## config.mk

```make
export PLATFORM = sky130hd
export DESIGN_NAME = booth3_mul_arbiter
export DESIGN_NICKNAME = d
export VERILOG_FILES = /design/src/rtl/booth3_mul_arbiter.sv
export SDC_FILE = /design/constraint.sdc
export NUM_CORES = 1
export LEC_CHECK = 0
export ABC_AREA = 1
export BUFFER_PORTS_ARGS = -buffer_cell sky130_fd_sc_hd__buf_2
export CAP_MARGIN = 10
export CORE_AREA = 2 2 77 79
export DETAILED_ROUTE_END_ITERATION = 8
export DIE_AREA = 0 0 79 81
export HOLD_SLACK_MARGIN = 0.03
export MAX_ROUTING_LAYER = met4
export PLACE_DENSITY_LB_ADDON = 0.25
export SYNTH_ARGS = -nofsm -noshare
export SYNTH_HDL_FRONTEND = slang
export SYNTH_SLANG_ARGS = --single-unit
```

## constraint.sdc

```tcl
create_clock -name clk -period 1.09 [get_ports clk]
set_input_delay 0.1635 -clock clk [delete_from_list [all_inputs] [get_ports clk]]
set_output_delay 0.1635 -clock clk [all_outputs]
set_load 0.005 [all_outputs]
```

## src/rtl/booth3_mul_arbiter.sv

```systemverilog
// rtl/booth3_mul_arbiter.sv - round-robin sharing of one external 8x8 signed multiplier between two requesters
// Optional feature: define MUL_ZERO_BYPASS_EN to answer zero-operand requests without a multiplier pass.
module booth3_mul_arbiter #(
  parameter int unsigned MUL_LAT = 0
) (
  input  logic        clk,
  input  logic        rst_n,
  input  logic        req0_valid,
  output logic        req0_ready,
  input  logic [7:0]  req0_a,
  input  logic [7:0]  req0_b,
  output logic        rsp0_valid,
  input  logic        rsp0_ready,
  output logic [15:0] rsp0_p,
  input  logic        req1_valid,
  output logic        req1_ready,
  input  logic [7:0]  req1_a,
  input  logic [7:0]  req1_b,
  output logic        rsp1_valid,
  input  logic        rsp1_ready,
  output logic [15:0] rsp1_p,
  output logic [7:0]  mul_a,
  output logic [7:0]  mul_b,
  input  logic [15:0] mul_p,
  output logic        busy
);

  localparam logic [2:0] LP_LAT = 3'(MUL_LAT);

  typedef enum logic [1:0] {S_IDLE, S_CALC, S_RESP} state_t;

  state_t      r_state;
  state_t      w_state_nxt;
  logic        r_last_grant;
  logic        r_owner;
  logic [2:0]  r_cnt;
  logic [7:0]  r_mul_a;
  logic [7:0]  r_mul_b;
  logic [15:0] r_result;

  logic        w_sel0;
  logic        w_sel1;
  logic        w_idle;
  logic        w_acc;
  logic        w_zero;
  logic        w_rsp_done;
  logic [7:0]  w_a;
  logic [7:0]  w_b;

  // On a tie the requester that was not granted last time wins.
  always_comb begin
    w_sel0     = req0_valid & (~req1_valid | r_last_grant);
    w_sel1     = req1_valid & (~req0_valid | ~r_last_grant);
    w_idle     = (r_state == S_IDLE);
    w_acc      = w_idle & (w_sel0 | w_sel1);
    w_a        = w_sel1 ? req1_a : req0_a;
    w_b        = w_sel1 ? req1_b : req0_b;
`ifdef MUL_ZERO_BYPASS_EN
    w_zero     = (w_a == 8'd0) | (w_b == 8'd0);
`else
    w_zero     = 1'b0;
`endif
    w_rsp_done = r_owner ? rsp1_ready : rsp0_ready;

    w_state_nxt = r_state;
    case (r_state)
      S_IDLE:  if (w_acc) w_state_nxt = w_zero ? S_RESP : S_CALC;
      S_CALC:  if (r_cnt == 3'd0) w_state_nxt = S_RESP;
      S_RESP:  if (w_rsp_done) w_state_nxt = S_IDLE;
      default: w_state_nxt = S_IDLE;
    endcase
  end

  always_ff @(posedge clk or negedge rst_n) begin
    if (!rst_n) begin
      r_state      <= S_IDLE;
      r_last_grant <= 1'b1;
      r_owner      <= 1'b0;
      r_cnt        <= 3'd0;
      r_mul_a      <= 8'd0;
      r_mul_b      <= 8'd0;
      r_result     <= 16'd0;
    end else begin
      r_state <= w_state_nxt;
      case (r_state)
        S_IDLE: begin
          if (w_acc) begin
            r_owner      <= w_sel1;
            r_last_grant <= w_sel1;
            if (w_zero) begin
              r_result <= 16'd0;
            end else begin
              r_mul_a <= w_a;
              r_mul_b <= w_b;
              r_cnt   <= LP_LAT;
            end
          end
        end
        S_CALC: begin
          if (r_cnt != 3'd0) r_cnt <= r_cnt - 3'd1;
          else               r_result <= mul_p;
        end
        default: ;
      endcase
    end
  end

  assign req0_ready = w_idle & w_sel0;
  assign req1_ready = w_idle & w_sel1;
  assign rsp0_valid = (r_state == S_RESP) & ~r_owner;
  assign rsp1_valid = (r_state == S_RESP) & r_owner;
  assign rsp0_p     = rsp0_valid ? r_result : 16'd0;
  assign rsp1_p     = rsp1_valid ? r_result : 16'd0;
  assign mul_a      = r_mul_a;
  assign mul_b      = r_mul_b;
  assign busy       = ~w_idle;

endmodule

```

=== Word level (Yosys, flattened, before mapping) ===
Cells that the tools add are included.

* Register bits: 39
* Latch bits: 0
* Bits in writable memories: 0
* Memory bits (read-only): 0
* Input bits: 54
* Memories kept: 0

* Add/sub/neg operators: 1
* $mul: 0
* Div/mod/pow operators: 0
* $lt $le $gt $ge: 0
* Equality and inequality tests: 6
* Shift operators: 0
* Muxes and demuxes: 12
* Bitwise gates (word level): 16
* Reductions and logical operators: 8

{| class="wikitable"
|+ Operators with widths
! kind !! number
|-
| $mux W16 || 2
|-
| $mux W8 || 2
|-
| $and A1 B1 Y1 || 7
|-
| $mux W2 || 3
|-
| $mux W3 || 2
|-
| $ne A2 B2 Y1 const B || 3
|-
| $not A1 Y1 || 6
|-
| $pmux W2 S3 || 1
|-
| $pmux W3 S2 || 1
|-
| $reduce_and A3 Y1 || 2
|-
| $reduce_and A2 Y1 || 2
|-
| $logic_not A3 Y1 || 1
|-
| $or A1 B1 Y1 || 3
|-
| $reduce_bool A3 Y1 || 1
|-
| $sub A3 B1 Y3 const B || 1
|-
| $eq A2 B1 Y1 const B || 1
|-
| $eq A2 B2 Y1 const B || 1
|-
| $logic_not A2 Y1 || 1
|-
| $ne A2 B1 Y1 const B || 1
|-
| $reduce_bool A2 Y1 || 1
|-
| $mux W1 || 1
|}

=== Logic depth before layout (Yosys ltp) ===
Gate-level depths: netlist of the first run.

* Word-level depth: 7
* Gate-level depth with buffers: 8

=== Least setup slack after synthesis of the first run ===
No wires, ideal clock.

* Kind: reg-to-reg
* Start: register r_cnt[0]
* End: register r_result[10]
* Library setup time: 0.116 ns
* Arrival: 1.071 ns
* Path slack: -0.098 ns
* Cell stages (with the launch flop): 9
* Buffers on the path: 1
* Path through: dfrtp_1 > inv_1 > ha_1 > nand2_1 > inv_2 > nand2_4 > buf_6 > nand2_1 > nand2_1

* Cells in the longest elaborated chain, start to end: 3

{| class="wikitable"
|+ RTL lines
! what !! RTL line !! RTL
|-
| start: declaration || 36 || <nowiki>logic [2:0] r_cnt;</nowiki>
|-
| start signal: assignment || 100 || <nowiki>if (r_cnt != 3'd0) r_cnt <= r_cnt - 3'd1;</nowiki>
|-
| $reduce_bool A3 Y1 || 100 ||
|-
| $not A1 Y1 (no line) || -- ||
|-
| $reduce_and A2 Y1 (no line) || -- ||
|-
| end signal: assignment || 101 || <nowiki>else r_result <= mul_p;</nowiki>
|-
| end: declaration || 39 || <nowiki>logic [15:0] r_result;</nowiki>
|}

Every way passes these cells.
A chain may end at the register's enable or synchronous reset.

=== Worst setup path in the final report of the first run ===
* Start: register r_state[1]
* End: output port rsp0_p[6]

* Cells in the longest elaborated chain, start to end: 3

{| class="wikitable"
|+ RTL lines
! what !! RTL line !! RTL
|-
| start: declaration || 32 || <nowiki>state_t r_state;</nowiki>
|-
| start signal: assignment || 84 || <nowiki>r_state <= w_state_nxt;</nowiki>
|-
| $eq A2 B2 Y1 || 110 || <nowiki>assign rsp0_valid = (r_state == S_RESP) & ~r_owner;</nowiki>
|-
| $and A1 B1 Y1 || 110 ||
|-
| $mux W16 || 112 || <nowiki>assign rsp0_p = rsp0_valid ? r_result : 16'd0;</nowiki>
|-
| end: declaration || 14 || <nowiki>output logic [15:0] rsp0_p,</nowiki>
|}

Every way passes these cells.

==> results of run 1 <==
[cell families (layout without fill, tap and decap cells)]
logic type      Yosys count  count (layout)  share of synthesized area
compound gates            2               2                    0.00439
flops                    39              39                      0.429
fa+ha+maj                 2               2                     0.0110
simple gates            213             217                      0.455
buf+inv                  43             184                      0.100
[critical path: cells and delay by family, from the launching register on]
kind	cells	cell delay, ns
buffers and inverters	3	0.32
flip-flops	1	0.38
AND/OR/NAND/NOR	3	0.33
[report_power, final]
part | switching [W] | internal (W)
Combinational | 0.00344 | 0.00288
Clock | 0.000531 | 0.000445
Sequential | 0.000471 | 0.00216
Total | 0.00444 | 0.00549
[cells in the final DEF (no fill, tap or decap), types with 9 or more instances in the layout]
cell type / n
nand2_8: 9
inv_1: 21
nor2_1: 11
nor2_4: 20
nand3_1: 25
buf_6: 13
buf_2: 104
nand2_2: 17
dfrtp_1: 36
nand2_1: 108
buf_4: 16
nand3_2: 11
[through the flow]
step | cells | power, W | TNS, ns | hold WS [ns] | util
3_5_place_dp | 489 | 0.00670 | -9.65 | 0.148 | 0.534
2_1_floorplan | 299 | 0.00519 | -0.985 | -0.132 | -
6_report | 519 | 0.00993 | -23.24 | 0.0951 | 0.655
4_1_cts | 511 | 0.00880 | -18.02 | 0.0956 | 0.601
5_1_grt | 519 | 0.0107 | -27.09 | 0.0990 | 0.655
3_3_place_gp | 489 | 0.00661 | -8.23 | 0.146 | 0.534
[flip-flops by register name, summed over array words and instances, names as in the netlist]
register	count
mul_a	8
mul_b	8
r_cnt	3
r_last_grant	1
r_owner	1
r_result	16
r_state	2
[routing by layer]
metal	share of wire	GRT usage	vias up
li1	-	-	1199
met1	0.40	0.217	1071
met2	0.52	0.362	88
met3	0.067	0.0433	6
met4	0.010	0.0552	0
met5	0	-	-
[what timing repair did]
action | in CTS | in global routing
cloned | 5 | 1
gates resized for setup | 33 | 61
hold buffers | 1 | 0
hold endpoints to repair | 38 | 0
pin swaps | 8 | 30
setup endpoints to repair | 75 | 76
setup buffers | 8 | 10
[area by class of cell]
type / instances / share of cell area
Multi-Input combinational cell: 221 / 0.377
Tap cell: 75 / 0.0252
Timing Repair Buffer: 145 / 0.273
Inverter: 31 / 0.0380
Clock buffer: 5 / 0.0185
Clock inverter: 3 / 0.00538
Sequential cell: 39 / 0.263
[worst max-delay path by stage]
| stage | endpoint | depth (start not counted) | startpoint |
|---|---|---|---|
| 6_report | rsp0_p[6] | 6 | r_state[1] |
| 3_5_place_dp | rsp0_p[3] | 5 | r_state[1] |
| 3_3_place_gp | rsp1_p[12] | 5 | r_state[1] |
| 4_1_cts | rsp0_p[13] | 6 | r_state[1] |
| 5_1_grt | rsp0_p[14] | 6 | r_state[1] |
| 2_1_floorplan | r_result[10] | 8 | r_cnt[0] |
==> impl_metrics.yaml, run 1 <==
yosys:
  synth_top_cell_area_share: 0.417
  async_flop_share: 1.00
  ys_ff_latch: 39
  synth_area_leader_cell: "dfrtp_1"
  synthCells: 299
  synth-seq-area-share: 0.429
  synthTopCellsByCount: "131 x nand2_1, 38 x dfrtp_1, 37 x nand3_1, 25 x inv_1, 19 x nor2_4"
  avgSynthCellArea_sq_um: 7.62
  yosys-top-cells-area: "dfrtp_1 42%, nand2_1 22%, nor2_4 9.4%"
  synth_cell_types: 18
  synth_fp_nets: 355
  yosys_warnings: 0
  syn_area_sq_um: 2280
  synth_most_common_cell: "nand2_1"
  synth_ff_type: "dfrtp_1"
  synth_edf_count: 0
placement:
  post_dp_cell_area_sq_um: 3030
  place_hpwl_um: 4030
  place.gp.congestion: 0.761
  io_buffers: 106
  post-place-ws_ns: -0.236
timing:
  maxSlewViolCount: 0
  hold_viol: 0
  worst_slack_ns: -0.412
  relSlewSlack: 0.856
  fin_crit_sh: 1.38
  rsz0062_at_grt: "true"
  setup_violations: 76
  fmax_mhz: 666
  final.setup_skew_ns: 0.00760
  min_period_ns: 1.50
  max_slew.worst_pin.slew_ns: 0.216
critical_path:
  timing.reg2reg.setup_slack_ns: -0.27
  critPathMaxStageDelay_ns: 0.38
  path_cells: "inv_2, nor2_4, buf_12, nand2_8, nor2_4, buf_2"
  rr_worst_depth: 8
  cp-start-kind: "flop"
  reg2reg_from: "r_state[0]"
  slowest_stage: "dfrtp_2"
  path_class: "reg2out"
  required_ns: 0.93
  arrival_ns: 1.34
  reg2reg_to: "r_result[6]"
  cp_max_fo: 8
  end_kind: "output pin"
  cpMostUsedCell: "nor2_4"
flow_run:
  drv_cap: 0
drt:
  ant_nets: 0
  post_drt_wl_per_cell_um: 12.1
  vias: 2364
  wl_um: 6270
  first_pass_iters: 4
  route.detailed.drc: 0
  viasPerCell: 4.55
  drt_iter0_drc: 80
min_path:
  min-delay-start: "mul_p[4]"
  hold_end: "r_result[4]"
  min_path_type: "in2reg"
  whs_path_depth: 3
final_layout:
  fillers: 499
  multiInputGateArea_sq_um: 1400
  seqCellArea_sq_um: 980
  nNetsFinal: 499
  design_area_sq_um: 3720
  antennaDiodeCount: 0
  drive_gt1_frac: 0.541
  syn2layout_area_growth_pct: 63.2
clock_network:
  clock_latency_ns: 0.30
  clock_path_buffers: 2
  cts_num_sinks: 39
  cts_buffers: 5
  root_buffer: "clkbuf_8"
  htreeDepth: 2
  cts_tree: "built"
  path_clk_slew_ns: 0.08
grt:
  antenna_found_initial: 0
  grt_max_degree: 40
  track_usage: 0.197
  grt_pass1_vias: 2224
  grt_first_pass_wirelength_um: 9650
  grt_overflow_total: 0
die:
  core-area_sq_um: 5680
  die-area_sq_um: 6400
  fp.dieW_um: 79
  die_h_um: 81
  ios: 107
  initial_core_util: 0.401
  row_count: 28
status:
  violations: "setup timing"
  status: "complete, but fails checks"
power_and_ir_drop:
  p_leak_nw: 2.03
  pwr_density_cell_nw_per_um2: 2670
  vdd_drop_max_mv: 1.15
No activity file was read; power rests on OpenSTA's default activity.
==> run 2, diff against run 1 <==
--- a/config.mk
+++ b/config.mk
@@ -8,9 +8,9 @@
 export ABC_AREA = 1
 export BUFFER_PORTS_ARGS = -buffer_cell sky130_fd_sc_hd__buf_2
 export CAP_MARGIN = 10
-export CORE_AREA = 2 2 77 79
+export CORE_AREA = 2 2 99 63
 export DETAILED_ROUTE_END_ITERATION = 8
-export DIE_AREA = 0 0 79 81
+export DIE_AREA = 0 0 101 65
 export HOLD_SLACK_MARGIN = 0.03
 export MAX_ROUTING_LAYER = met4
 export PLACE_DENSITY_LB_ADDON = 0.25
==> impl_metrics.yaml, run 2 (synthesis results as in run 1) <==
placement:
  place.gp.congestion: 0.815
  place_inst: 494
  post-place-ws_ns: -0.212
  place_hpwl_um: 4420
  io_buffers: 106
timing:
  whs_ns: 0.106
  relSlewSlack: 0.718
  max_slew.worst_pin.slew_ns: 0.423
  min_period_ns: 1.53
  fin_crit_sh: 1.41
  fmax_mhz: 652
  final.setup_skew_ns: 0.00377
  worst_slack_ns: -0.444
  rsz0062_at_grt: "true"
  setup_violations: 76
  hold_viol: 0
  maxSlewViolCount: 0
final_layout:
  largest-register: "r_result"
  drive_gt1_frac: 0.507
  syn2layout_area_growth_pct: 63.3
  mostFrequentLayoutCell: "nand2_1"
  fillers: 475
  multiInputGateArea_sq_um: 1330
  seqCellArea_sq_um: 978
  fin_cells: 522
  nNetsFinal: 505
  largest_register_ffs: 16
  antennaDiodeCount: 0
  final_cell_mix: "128 x nand2_1, 104 x buf_2, 37 x dfrtp_1"
clock_network:
  clock_path_buffers: 2
  root_buffer: "clkbuf_8"
  path_clk_slew_ns: 0.08
  clock_latency_ns: 0.28
  cts_buffers: 5
  cts_num_sinks: 39
  cts_tree: "built"
  htreeDepth: 2
power_and_ir_drop:
  pwr_density_cell_nw_per_um2: 2520
  seq_power_share: 0.274
  pwr-share-clk: 0.114
  p_leak_nw: 2.10
  p_int_w: 0.00538
  p_switching_w: 0.00399
  vdd_drop_max_mv: 0.927
  switching_share: 0.426
  p_comb_frac: 0.612
status:
  status: "complete, but fails checks"
  violations: "setup timing"
drt:
  route.detailed.drc: 0
  viasPerCell: 4.63
  first_pass_iters: 4
  wl_um: 6620
  ant_nets: 0
  vias: 2417
  post_drt_wl_per_cell_um: 12.7
  drt_iter0_drc: 101
critical_path:
  timing.reg2reg.setup_slack_ns: -0.38
  cp-startpoint: "r_state[0]"
  reg2reg_from: "r_state[0]"
  cp_max_fo: 7
  rr_worst_depth: 9
  required_ns: 0.93
  cp-start-kind: "flop"
  reg2reg_to: "r_result[5]"
  path_class: "reg2out"
  end_kind: "output pin"
  arrival_ns: 1.37
die:
  core-area_sq_um: 5780
  die_h_um: 65
  fp.dieW_um: 101
  die-area_sq_um: 6570
  initial_core_util: 0.394
  row_count: 22
  ios: 107
min_path:
  min_path_type: "in2reg"
  min-delay-start: "mul_p[1]"
  whs_path_depth: 3
  hold_end: "r_result[1]"
grt:
  grt_pass1_vias: 2221
  track_usage: 0.205
  grt_max_degree: 19
  antenna_found_initial: 0
  grt_overflow_total: 0
  grt_first_pass_wirelength_um: 10300
flow_run:
  drv_cap: 0
run 2: per-stage QoR:
stage	setup TNS (ns)	utilization	total power [W]	cell area, sq um
after global placement	-7.64	0.536	0.00670	3100
after global routing	-29.33	0.644	0.0101	3720
after floorplan	-0.985	-	0.00519	2300
after detailed placement	-8.70	0.536	0.00681	3100
final	-25.19	0.644	0.00937	3720
after CTS	-22.95	0.624	0.00905	3610
run 2: power groups by stage:
| stage | Combinational, W | Clock [W] | Sequential, W |
|---|---|---|---|
| after floorplan | 0.00263 | 0 | 0.00256 |
| after global placement | 0.00415 | 0 | 0.00256 |
| after detailed placement | 0.00424 | 0 | 0.00257 |
| after CTS | 0.00538 | 0.00111 | 0.00255 |
| after global routing | 0.00626 | 0.00116 | 0.00265 |
| final | 0.00573 | 0.00107 | 0.00257 |
run 2: timing repair:
action | 4_1_cts | 5_1_grt
hold buffers | 1 | 0
endpoints found under the hold margin | 12 | 0
pin swaps | 23 | 2
gates resized for setup | 43 | 16
setup buffers | 11 | 2
gates cloned | 4 | 2
endpoints found under the setup margin | 76 | 76
run 2: cell type report:
class / instances / area share
sequential: 39 / 0.263
clock buffer: 8 / 0.0269
tap: 72 / 0.0242
multi-input combinational: 221 / 0.358
inverter: 31 / 0.0350
timing repair buffer: 151 / 0.293
run 2: metal layers:
layer  part of all wire  vias to the layer above  global-route usage  routed length [um]
li1                   -                     1218                   -                   -
met4             0.0041                        0              0.0405                  27
met2               0.46                       66               0.324                3070
met1               0.48                     1131               0.280                3200
met5                  0                        -                   -                   0
met3              0.049                        2              0.0378                 322
run 2: worst max-delay path by stage:
stage,depth (start not counted),to
global placement,5,rsp0_p[2]
global route,5,rsp1_p[4]
detailed placement,5,rsp0_p[4]
CTS,6,rsp1_p[4]
finish,5,rsp1_p[4]
floorplan,8,r_result[10]
run 2: worst max-delay path, stage by stage (launching register included):
cell and delay, ns:
dfrtp_1 0.42, nor2_4 0.17, nand2_4 0.13, buf_12 0.17, nor2_4 0.09, buf_2 0.11
